==> src/rtl/hex_display_scan.sv <==
`default_nettype none
// ============================================================================
// Module   : hex_display_scan
// Brief    : Time-multiplexes a 16-bit word onto a 4-digit common-anode
//            seven-segment display, with optional leading-zero blanking.
// Revision : 1.0 - initial release
// ============================================================================
module hex_display_scan #(
    parameter int REFRESH_DIV = 100000,
    parameter int CNT_W       = 20
) (
    input  logic        clk,
    input  logic        rst,
    input  logic        load,
    input  logic [15:0] value,
    input  logic        blank_lz,
    output logic [3:0]  an,
    output logic [6:0]  seg,
    output logic        dp
);

    localparam logic [CNT_W-1:0] CNT_LAST = CNT_W'(REFRESH_DIV - 1);
    localparam logic [CNT_W-1:0] CNT_ONE  = CNT_W'(1);
    localparam logic [6:0]       SEG_OFF  = 7'b1111111;

    logic [15:0]      shadow_q, shadow_d;
    logic [CNT_W-1:0] cnt_q, cnt_d;
    logic [1:0]       idx_q, idx_d;
    logic [3:0]       an_q, an_d;
    logic [6:0]       seg_q, seg_d;
    logic             dp_q;

    logic             w_tick;
    logic [3:0]       w_nibble;
    logic [3:0]       w_lz;
    logic [6:0]       w_glyph;

    assign w_tick   = (cnt_q == CNT_LAST);
    assign w_nibble = shadow_q[{idx_q, 2'b00} +: 4];

    // w_lz[i]: nibbles i..3 are all zero; digit0 is never a leading zero.
    assign w_lz[0] = 1'b0;
    assign w_lz[1] = ~|shadow_q[15:4];
    assign w_lz[2] = ~|shadow_q[15:8];
    assign w_lz[3] = ~|shadow_q[15:12];

    always_comb begin
        w_glyph = SEG_OFF;
        case (w_nibble)
            4'h0: w_glyph = 7'b1000000;
            4'h1: w_glyph = 7'b1111001;
            4'h2: w_glyph = 7'b0100100;
            4'h3: w_glyph = 7'b0110000;
            4'h4: w_glyph = 7'b0011001;
            4'h5: w_glyph = 7'b0010010;
            4'h6: w_glyph = 7'b0000010;
            4'h7: w_glyph = 7'b1111000;
            4'h8: w_glyph = 7'b0000000;
            4'h9: w_glyph = 7'b0010000;
            4'hA: w_glyph = 7'b0001000;
            4'hB: w_glyph = 7'b0000011;
            4'hC: w_glyph = 7'b1000110;
            4'hD: w_glyph = 7'b0100001;
            4'hE: w_glyph = 7'b0000110;
            4'hF: w_glyph = 7'b0001110;
            default: w_glyph = SEG_OFF;
        endcase
    end

    always_comb begin
        shadow_d = load ? value : shadow_q;
        cnt_d    = w_tick ? '0 : (cnt_q + CNT_ONE);
        idx_d    = w_tick ? (idx_q + 2'd1) : idx_q;
        an_d     = ~(4'b0001 << idx_q);
        seg_d    = (blank_lz && w_lz[idx_q]) ? SEG_OFF : w_glyph;
    end

    always_ff @(posedge clk or negedge rst) begin
        if (!rst) begin
            shadow_q <= 16'h0000;
            cnt_q    <= '0;
            idx_q    <= 2'd0;
            an_q     <= 4'b1111;
            seg_q    <= SEG_OFF;
            dp_q     <= 1'b1;
        end else begin
            shadow_q <= shadow_d;
            cnt_q    <= cnt_d;
            idx_q    <= idx_d;
            an_q     <= an_d;
            seg_q    <= seg_d;
            dp_q     <= 1'b1;
        end
    end

    assign an  = an_q;
    assign seg = seg_q;
    assign dp  = dp_q;

endmodule
`default_nettype wire

==> config.mk <==
export PLATFORM = sky130hd
export DESIGN_NAME = hex_display_scan
export DESIGN_NICKNAME = d
export VERILOG_FILES = /design/src/rtl/hex_display_scan.sv
export SDC_FILE = /design/constraint.sdc
export NUM_CORES = 1
export LEC_CHECK = 0
export CORE_MARGIN = 3
export CORE_UTILIZATION = 51
export CTS_CLUSTER_DIAMETER = 60
export CTS_CLUSTER_SIZE = 16
export DETAILED_ROUTE_END_ITERATION = 6
export PLACE_DENSITY = 0.74
export REMOVE_ABC_BUFFERS = 1
export SETUP_SLACK_MARGIN = 0.02
export SLEW_MARGIN = 15
export SYNTH_ARGS = -nofsm -noshare
export SYNTH_HDL_FRONTEND = slang
export SYNTH_SLANG_ARGS = --single-unit
==> constraint.sdc <==
create_clock -name clk -period 3.55 [get_ports clk]
set_clock_uncertainty 0.1 [all_clocks]
set_input_delay 0.5325 -clock clk [delete_from_list [all_inputs] [get_ports clk]]
set_output_delay 0.5325 -clock clk [all_outputs]
set_load 0.05 [all_outputs]
Word-level counts from Yosys, hierarchy flattened
Memories as Yosys holds them, arrays and structs flattened.
Cells that the tools add are included.
- register bits after elaboration: 49
- latch bits: 0
- bits in writable memories: 0
- memory bits (read-only): 112
- output and inout bits: 12
- word-level logic and storage cells: 24
- memories: 1
- add/subtract/negate cells: 2
- multipliers: 0
- div/mod/pow operators: 0
- order comparisons: 1
- equality and inequality tests: 1
- shift-type cells: 2
- muxes and demuxes: 4
- bitwise logic cells: 1
- reduce and logical (&&, ||, !) cells: 7
- memory list (name ; words ; width ; rd ports ; clocked after Yosys merged registers in ; write ports ; RTL line ; source):
    (no name shown) ; 16 ; 7 ; 1 ; 0 ; 0 ; 49 ; case (w_nibble)
- operators with widths (kind ; number):
    adder 20 x 1 -> 20 bit (second input constant) ; 1
    equality test 20 x 17 -> 1 bit (second input constant) ; 1
    two-way mux 20 bit ; 1
    indexed part select 16 x 5 -> 4 bit ; 1
    OR reduction 12 bit ; 1
    OR reduction 8 bit ; 1
    two-way mux 7 bit ; 1
    inverter 4 bit ; 1
    OR reduction 4 bit ; 1
    left shift 1 x 2 -> 4 bit (first input constant) ; 1
    logical NOT 1 bit ; 3
    less-than comparator 2 x 3 -> 1 bit (second input constant) ; 1
    adder 2 x 1 -> 2 bit (second input constant) ; 1
    binary-select mux 1 bit (select 2 bit) ; 1
    logical AND 1 bit ; 1
    two-way mux 1 bit ; 1

Longest topological paths before layout
- depth after elaboration: 6
- gate-level depth with buffers: 7
- depth with buffers taken out: 6

Least setup slack after synthesis
No wires, ideal clock.
- kind: flip-flop to flip-flop
- start point: register idx_q[1]
- end point: register seg_q[3] (netlist: seg[3])
- library setup time: 0.104 ns
- data arrival time: 1.813 ns
- setup slack: 1.533 ns
- cell stages (with the launch flop): 7
- cell sequence: dfrtp_1 buf_2 mux4_2 ha_1 or2_2 a21oi_1 o21ai_0
- longest elaborated chain between the ends: 4
- RTL lines (what ; RTL line ; source):
    start: declaration ; 28 ; logic [1:0] idx_q, idx_d;
    start signal: assignment ; 89 ; idx_q <= idx_d;
    branches (longest 3 deep; another with memory read (16 x 7 bit)) ; -- ;
    two-way mux 7 bit (*) ; 75 ; seg_d = (blank_lz && w_lz[idx_q]) ? SEG_OFF : w_glyph;
    via seg_d[3] ; 30 ; logic [6:0] seg_q, seg_d;
    end signal: assignment ; 91 ; seg_q <= seg_d;
    end: declaration ; 30 ;
Mark *: on every way through the listed nets, which the timed path passes. The select of a mux whose other input is x is not followed.
A chain may end at the register's enable or synchronous reset.

Worst setup path in the final report
- start point: register seg_q[2] (netlist: seg[2])
- end point: output seg[2]
- RTL lines (what ; RTL line ; source):
    end: declaration ; 18 ; output logic [6:0] seg,
No word-level cell between the ends.

==> impl_metrics.sql <==
INSERT INTO impl_metrics (metric_group, metric, value, unit) VALUES
('pwr', 'worst_ir_drop_vdd', '272', 'µV'),
('final_layout', 'flow.area_growth_from_synthesis', '16.8', '%'),
('synth', 'synthTopCellsByCount', 'dfrtp_1 (38), mux2_2 (18), xnor2_1 (14)', ''),
('placed_design', 'detailedPlacementHpwl', '2.99', 'mm'),
('clock_network', 'post-cts-setup-buffers', '0', ''),
('worst_setup_path', 'setup.worst_path.start_class', 'register', ''),
('clock_network', 'clock_sink_count', '49', ''),
('floorplan', 'die_area', '5640', 'µm²'),
('sta', 'final-max-slew-violation-count', '0', ''),
('pwr', 'power.leakage', '0.00119', 'µW'),
('route', 'drt_first_pass_iters', '4', ''),
('sta', 'min_period_over_period', '63.3', '%'),
('synth', 'synth_xor_area_share', '7.55', '%'),
('worst_hold_path', 'min_path_type', 'in -> async', ''),
('synth', 'compound_gate_portion_of_the_synthesized_area', '4.57', '%'),
('floorplan', 'start_util', '54.4', '%'),
('clock_network', 'cts_buffers', '5', ''),
('floorplan', 'dieWidth', '75.1', 'µm'),
('synth', 'post_synthesis_cells', '202', ''),
('worst_setup_path', 'critPathCaptureType', 'output pin', ''),
('synth', 'synthesis.area_per_instance', '12.1', 'µm²'),
('worst_setup_path', 'critical-path-max-stage-delay', '0.79', 'ns'),
('final_layout', 'finish.net_count', '263', ''),
('route', 'drt-vias-per-instance', '5.51', ''),
('synth', 'most_instantiated_flip_flop_cell_in_the_synthesis_netlist', 'dfrtp_1', ''),
('clock_network', 'clock_latency', '0.29', 'ns'),
('synth', 'netlist_top_cells_area', 'dfrtp_1 (39%), dfstp_2 (12%), mux2_2 (8.3%)', ''),
('clock_network', 'cts.hold.buffers_added', '0', ''),
('global_route', 'grt_util_all_layers', '16.8', '%'),
('synth', 'synth.area.mux_share', '12.9', '%'),
('route', 'number_of_nets_with_antenna_violations_after_routing', '0', ''),
('placed_design', 'placed_cell_area', '2760', 'µm²'),
('synth', 'synth_area_in_simple_gates', '14.7', '%'),
('clock_network', 'clk_pin_slew', '0.08', 'ns'),
('sta', 'max_freq', '445', 'MHz'),
('route', 'route.detailed.drc', '0', ''),
('worst_setup_path', 'reg2reg_slack', '1.40', 'ns'),
('synth', 'synth_top_family_by_area', 'simple AND/OR/NAND/NOR gates', ''),
('clock_network', 'cts_resized', '0', ''),
('global_route', 'grt_max_degree', '50', ''),
('sta', 'rsz0062_at_grt', 'no', ''),
('outcome', 'outcome', 'finished, final reports clean', ''),
('global_route', 'global_route.overflow_total', '0', ''),
('worst_setup_path', 'critPathArrivalTime', '1.62', 'ns'),
('floorplan', 'die_h', '75.1', 'µm'),
('clock_network', 'max-clock-path-buffers', '2', ''),
('synth', 'yosys_warnings', '0', ''),
('sta', 'fin_tns_setup', '0', 'ns'),
('floorplan', 'core_region_area', '4470', 'µm²'),
('synth', 'postSynth.asyncResetShare', '100', '%'),
('global_route', 'vias_in_the_first_global_route', '1484', ''),
('worst_setup_path', 'count_of_buffer_and_inverter_cells_on_the_critical_path', '1', ''),
('floorplan', 'floorplan.io_pins', '32', ''),
('sta', 'post-route-min-period', '2.25', 'ns'),
('floorplan', 'placementRows', '24', ''),
('route', 'wirelength', '4.15', 'mm'),
('sta', 'setup_viol_count_final', '0', ''),
('synth', 'synth_sequential_area_ratio', '50.9', '%'),
('route', 'wl_per_cell', '14.6', 'µm'),
('synth', 'synth_edf_count', '0', ''),
('clock_network', 'htree_levels', '2', ''),
('synth', 'synth_top_cell_area_share', '39.0', '%'),
('sta', 'worst_slew_margin_rel', '55.1', '%'),
('sta', 'worstMarginPinSlew', '0.671', 'ns'),
('final_layout', 'diodes', '0', ''),
('clock_network', 'cts_tree', 'done', ''),
('worst_setup_path', 'critical_path.slowest_cell', 'clkdlybuf4s50_1', ''),
('worst_setup_path', 'critical_path_type', 'reg -> out', ''),
('sta', 'finalHoldViolCount', '0', ''),
('placed_design', 'place.port_buffers', '30', ''),
('worst_setup_path', 'critical_path_peak_fanout', '1', '');
## layout make-up
cell class,instances,area [µm²],share of cell area (%)
sequential,49,1240,43.6
multi-input combinational,134,1110,39.1
timing repair buffer,31,305,10.7
clock buffer,6,72.6,2.55
tap,52,65.1,2.29
inverter,11,41.3,1.45
clock inverter,2,10.0,0.352
## sequential cells by signal, summed over array words and instances, names as in the netlist
name      count
cnt_q        20
shadow_q     16
seg           7
idx_q         2
an            4
## cell usage in the layout (no fill, tap or decap), drive strengths merged
cell and count:
dfrtp 38, clkdlybuf4s50 29, mux2 18, xnor2 14, inv 11, ha 11
dfstp 11, nand2 11, nor2 10, nand3 8, xor2 7, nand4 7
clkbuf 6, mux4 5, nor3 5, a21oi 5, o211ai 4, o21ai 4
or4 4, nor4 4, or2 2, and3 2, nor3b 2, clkinv 2
buf 2, nand3b 1, nand2b 1, o221ai 1, o31ai 1, and4 1
a31o 1, nor4b 1, or3 1, nor2b 1, o21a 1, conb 1
## final timing paths
kind / from / end / cells after the start
hold / removal: rst / idx_q[1] / 1
min in group clk: cnt_q[0] / cnt_q[0] / 1
hold reg to reg: cnt_q[0] / cnt_q[0] / 1
max in group asynchronous: rst / shadow_q[14] / 1
setup / recovery: seg[2] / seg[2] / 1
setup reg to reg: idx_q[1] / seg[3] / 5
## through the flow
step | power (µW) | instances | setup WS (ns) | hold slack, ns
floorplan | 758 | 194 | 1.36 | 0.137
global placement | 833 | 277 | 1.45 | 0.373
detailed placement | 837 | 277 | 1.40 | 0.374
CTS | 1150 | 285 | 1.28 | 0.359
global route | 1190 | 285 | 1.25 | 0.182
finish | 1130 | 285 | 1.30 | 0.144
## routing by layer
layer,up-vias,part of all wire [%],global-route usage (%)
li1,769,-,-
met1,752,51,24.9
met2,46,43,23.8
met3,2,5.2,5.21
met4,0,0.60,4.74
met5,-,0,0
## where the power goes
| group | leakage [µW] | internal [µW] | switching [µW] |
|---|---|---|---|
| Clock | 0.0000450 | 137 | 173 |
| Sequential | 0.000595 | 600 | 21.1 |
| Combinational | 0.000545 | 91.2 | 113 |
| Total | 0.00119 | 828 | 307 |
## cell families (layout without fill, tap and decap cells)
logic type | after synthesis | after routing
and+or+nand+nor | 61 | 61
DFF | 49 | 49
muxes | 23 | 23
xor gates and xnor gates | 21 | 21
buffers and inverters | 19 | 50
AOI/OAI and AO/OA | 17 | 17
adders and majority gates | 11 | 11
other | 1 | 1
(Power assumes the default switching activity.)
